===== config.mk =====
export PLATFORM = sky130hd
export DESIGN_NAME = scheduler_acc_select
export DESIGN_NICKNAME = d
export VERILOG_FILES = /design/src/rtl/scheduler_acc_select.sv
export SDC_FILE = /design/constraint.sdc
export NUM_CORES = 1
export LEC_CHECK = 0
export ABC_AREA = 1
export CORE_UTILIZATION = 38
export DETAILED_ROUTE_END_ITERATION = 12
export PLACE_DENSITY = 0.8
export SLEW_MARGIN = 20
export SYNTH_ARGS = -nofsm -noshare
export SYNTH_HDL_FRONTEND = slang
export SYNTH_SLANG_ARGS = --single-unit

===== constraint.sdc =====
create_clock -name clk -period 3.97 [get_ports clk]
set_input_delay 0.5955 -clock clk [delete_from_list [all_inputs] [get_ports clk]]
set_output_delay 0.5955 -clock clk [all_outputs]
set_load 0.1 [all_outputs]

===== src/rtl/scheduler_acc_select.sv =====
// Round-robin accelerator instance selector: reads a type's schedule word,
// grants base+offset, and writes the advanced rotation pointer back.
module scheduler_acc_select #(
   parameter int MAX_ACC_TYPES = 16,
   parameter int ACC_TYPE_BITS = $clog2(MAX_ACC_TYPES),
   parameter int ACC_ID_BITS   = 16,
   parameter int DATA_BITS     = 3 * ACC_ID_BITS
) (
   input  logic                     clk,
   input  logic                     rstn,
   input  logic                     req_valid,
   output logic                     req_ready,
   input  logic [ACC_TYPE_BITS-1:0] req_acc_type,
   input  logic                     cfg_valid,
   output logic                     cfg_ready,
   input  logic [ACC_TYPE_BITS-1:0] cfg_acc_type,
   input  logic [DATA_BITS-1:0]     cfg_data,
   output logic                     grant_valid,
   input  logic                     grant_ready,
   output logic [ACC_ID_BITS-1:0]   grant_acc_id,
   output logic                     grant_err,
   output logic [ACC_TYPE_BITS-1:0] schedData_portA_addr,
   output logic                     schedData_portA_en,
   output logic [DATA_BITS-1:0]     schedData_portA_din,
   output logic [ACC_TYPE_BITS-1:0] schedData_portB_addr,
   output logic                     schedData_portB_en,
   input  logic [DATA_BITS-1:0]     schedData_portB_dout
);

   typedef enum logic [1:0] {
      ST_IDLE  = 2'd0,
      ST_READ  = 2'd1,
      ST_CALC  = 2'd2,
      ST_GRANT = 2'd3
   } state_e;

   localparam logic [ACC_ID_BITS-1:0] ID_ZERO = {ACC_ID_BITS{1'b0}};
   localparam logic [ACC_ID_BITS-1:0] ID_ONE  = {{(ACC_ID_BITS-1){1'b0}}, 1'b1};

   state_e                   state_q, state_d;
   logic [ACC_TYPE_BITS-1:0] type_q, type_d;
   logic [ACC_ID_BITS-1:0]   grant_id_q, grant_id_d;
   logic                     grant_err_q, grant_err_d;

   logic [ACC_ID_BITS-1:0]   base_s, count_s, offset_s;
   logic [ACC_ID_BITS-1:0]   off_eff_s, off_inc_s, next_off_s, acc_id_s;
   logic                     count_zero_s;

   assign base_s   = schedData_portB_dout[ACC_ID_BITS-1:0];
   assign count_s  = schedData_portB_dout[2*ACC_ID_BITS-1:ACC_ID_BITS];
   assign offset_s = schedData_portB_dout[3*ACC_ID_BITS-1:2*ACC_ID_BITS];

   // A stale or corrupted offset restarts rotation at the base instance.
   assign off_eff_s    = (offset_s >= count_s) ? ID_ZERO : offset_s;
   assign acc_id_s     = base_s + off_eff_s;
   assign off_inc_s    = off_eff_s + ID_ONE;
   assign next_off_s   = (off_inc_s == count_s) ? ID_ZERO : off_inc_s;
   assign count_zero_s = (count_s == ID_ZERO);

   assign grant_valid  = (state_q == ST_GRANT);
   assign grant_acc_id = grant_id_q;
   assign grant_err    = grant_err_q;

   // State and grant registers
   always_ff @(posedge clk or negedge rstn) begin
      if (!rstn) begin
         state_q     <= ST_IDLE;
         type_q      <= {ACC_TYPE_BITS{1'b0}};
         grant_id_q  <= ID_ZERO;
         grant_err_q <= 1'b0;
      end else begin
         state_q     <= state_d;
         type_q      <= type_d;
         grant_id_q  <= grant_id_d;
         grant_err_q <= grant_err_d;
      end
   end

   // Next-state, handshakes and memory port drive
   always_comb begin
      state_d              = state_q;
      type_d               = type_q;
      grant_id_d           = grant_id_q;
      grant_err_d          = grant_err_q;
      req_ready            = 1'b0;
      cfg_ready            = 1'b0;
      schedData_portA_addr = {ACC_TYPE_BITS{1'b0}};
      schedData_portA_en   = 1'b0;
      schedData_portA_din  = {DATA_BITS{1'b0}};
      schedData_portB_addr = {ACC_TYPE_BITS{1'b0}};
      schedData_portB_en   = 1'b0;
      case (state_q)
         ST_IDLE: begin
            cfg_ready = 1'b1;
            req_ready = !cfg_valid;
            if (cfg_valid) begin
               schedData_portA_en   = 1'b1;
               schedData_portA_addr = cfg_acc_type;
               schedData_portA_din  = cfg_data;
            end else if (req_valid) begin
               type_d  = req_acc_type;
               state_d = ST_READ;
            end else begin
               state_d = ST_IDLE;
            end
         end
         ST_READ: begin
            schedData_portB_en   = 1'b1;
            schedData_portB_addr = type_q;
            state_d              = ST_CALC;
         end
         ST_CALC: begin
            if (count_zero_s) begin
               grant_id_d  = ID_ZERO;
               grant_err_d = 1'b1;
            end else begin
               grant_id_d           = acc_id_s;
               grant_err_d          = 1'b0;
               schedData_portA_en   = 1'b1;
               schedData_portA_addr = type_q;
               schedData_portA_din  = {next_off_s, count_s, base_s};
            end
            state_d = ST_GRANT;
         end
         ST_GRANT: begin
            if (grant_ready) begin
               state_d = ST_IDLE;
            end else begin
               state_d = ST_GRANT;
            end
         end
         default: begin
            state_d = ST_IDLE;
         end
      endcase
   end

endmodule

==> flow_summary.ini <==
[floorplanning]
core_sq_um = 9328
die_y_um = 100.6
die_w_um = 100.6
num_rows = 35
io_pins = 187
initial_core_util = 0.3960
design.die.area_sq_um = 10120

[drt]
routed_wl_um = 19070
routedWlPerCell_um = 17.84
drc = 0
viasPerCell = 5.471
firstDrtPassIters = 5
dr_total_vias = 5849
dr.first_iter.drc_count = 362
ant_nets = 0

[run_status]
status = finished with violations
violations = negative setup slack

[timing]
hold_viol = 0
max_slew_margin = 0.3338
timing.final.crit_share = 1.089
worst_slack_ns = -0.3524
finalSetupTns_ns = -5.410
rsz0062_at_grt = true
period_minus_slack_ns = 4.322
fmax_mhz = 231.4
tightestPinTransition_ns = 0.9961
setup_viol_count_final = 16
slew_viol_final = 0
finClkSkew_ns = 0.01376

[clock_network]
clk_pin_slew_ns = 0.09
h-tree-depth = 1
cts_buffer_depth = 2
holdBufCountCts = 0
cts_buffers = 3
clkLatencyLatePin_ns = 0.28
cts_tree = yes
root_buffer = clkbuf_8
clock-sinks = 23

[critical_path]
cpMaxStageDelayCell = nor2_4
cpMostUsedCell = nand2_2
max_stage_delay_ns = 0.27
r2r_slack_ns = 2.35
reg2reg_to = grant_acc_id[8]$_DFFE_PN0P_
critPathArrivalTime_ns = 3.73
cp-start-kind = input pin
crit_fanout = 7
r2r_start = state_q[1]$_DFFE_PN0N_
worstSetupPathType = in -> out
reg2reg_depth = 9
required_ns = 3.37
worstSetupEndpointType = output pin

[cells_and_area]
multi_input_area_sq_um = 3500
nFillCells = 567
final_util = 0.8522
layout.nets = 1083
area_delta_synth_final_pct = 115.2
seqCellArea_sq_um = 575.6
layout_commonest_cell = buf_4
antennaDiodeCount = 0
drive_above_1_share = 0.4128
final_cell_mix = 163 x buf_4, 150 x nand2_1, 99 x clkdlybuf4s50_1

[worst_hold_path]
hp-class = in -> async

[grt]
overflow = 0
grt_use_total = 0.3705
grt_max_degree = 37
grt_pass1_vias = 5925
antenna_found_initial = 0
grt_pass1_wl_um = 29290

[yosys]
synthCells = 615
ys_warn_count = 0
syn_avg_cell_area_sq_um = 6.006
ys_types = 37
syn_area_sq_um = 3694
synthesis.nets = 757
seq_area_frac_synth = 0.1558
synth-seq-cells = 23

[place]
io_buffers = 186
place_congestion = 0.9776
hpwlAfterDp_um = 13860

[pwr]
clkPwrFrac = 0.028
seq_power_share = 0.075
power_switching_uw = 3708
finalPower_uw = 5601
p_leak_uw = 0.003783
p_per_area_nw_per_um2 = 704.6
internal_power_uw = 1893
peakVddDrop_mv = 0.7558
switching_share = 0.6620
combPwrFrac = 0.897

[flow_run]
cap_violations = 0
## final cells by class
type / instances / share of cell area
multi-input combinational: 497 / 0.4403
timing repair buffer: 338 / 0.4225
tap: 129 / 0.02031
clock inverter: 1 / 0.0009444
sequential: 23 / 0.07241
inverter: 78 / 0.03841
clock buffer: 3 / 0.005194
## per-layer routing
layer	part of all wire	vias up	routed length [um]	global-route usage
met4	0.054	0	1027	0.1773
met5	0	-	0	0
li1	-	2685	-	-
met3	0.061	95	1162	0.04092
met1	0.38	2725	7213	0.4189
met2	0.51	344	9669	0.6902
## power by group through the flow
stage	Combinational (uW)	Clock, uW	Sequential (uW)
finish	5030	154	421
global route	5190	160	432
CTS	4960	152	421
detailed placement	4790	0	425
global placement	4730	0	415
floorplan	2640	0	1030
## worst max path at each step
stage | startpoint | end | slack, ns | depth (start not counted)
2_1_floorplan | schedData_portB_dout[23] | schedData_portA_din[43] | -0.13 | 26
3_3_place_gp | schedData_portB_dout[21] | schedData_portA_din[39] | -0.81 | 26
3_5_place_dp | schedData_portB_dout[25] | grant_acc_id[12]$_DFFE_PN0P_ | -0.90 | 29
4_1_cts | schedData_portB_dout[22] | schedData_portA_din[37] | -0.18 | 28
5_1_grt | schedData_portB_dout[17] | schedData_portA_din[37] | -0.44 | 27
6_report | schedData_portB_dout[25] | schedData_portA_din[35] | -0.35 | 27
## Yosys cell counts (all sizes together)
library cell	count	area, sq um
a21oi	40	226.5
a22o	15	131.4
buf	6	51.30
clkbuf	11	45.05
clkinv	2	7.510
dfrtp	23	575.6
fa	1	20.02
ha	32	400.4
inv	76	285.3
nand2	213	837.1
nand3	47	250.2
nand3b	1	7.510
nand4	18	131.4
nor2	63	281.5
nor3	3	26.28
nor4	1	6.260
o2111ai	2	17.52
o211ai	1	7.510
o21ai	42	210.2
o21bai	2	26.28
o31ai	5	37.54
xor2	10	87.58
xor3	1	23.77
## worst max-delay path, delay by kind of cell
| family | cells | cell delay (ns) |
|---|---|---|
| fa+ha+maj | 2 | 0.33 |
| simple gates | 18 | 1.84 |
| buf+inv | 6 | 0.74 |
| compound gates | 1 | 0.20 |
## state kept, by name, summed over array words and instances, names as in the netlist
name / cells
grant_err: 1
type_q: 4
state_q: 2
grant_acc_id: 16
## cells by family after synthesis
logic type | count (synthesis) | synth area share
flip-flops | 23 | 0.1558
buffers and inverters | 95 | 0.1054
adder cells (fa/ha/maj) | 33 | 0.1138
XOR/XNOR | 11 | 0.03015
AND/OR/NAND/NOR | 346 | 0.4170
AO/OA/AOI/OAI | 107 | 0.1779
## metrics by stage
stage,setup slack (ns),area (sq um),hold WS (ns),std cells
final,-0.3524,7949,0.2740,1069
after global routing,-0.4366,7949,0.3153,1069
after CTS,-0.1822,7854,0.4969,1067
after detailed placement,-0.9043,7020,0.4750,1036
after global placement,-0.8092,7020,0.4636,1036
after floorplan,-0.1290,3835,0.2999,615
## repair_timing
| action | CTS | global route |
|---|---|---|
| gates resized for setup | 273 | 29 |
| cloned | 1 | 0 |
| endpoints found under the setup margin | 21 | 22 |
| setup buffers | 28 | 3 |
| pin swaps | 57 | 25 |
Note: power is estimated with default switching activity, not from simulation.
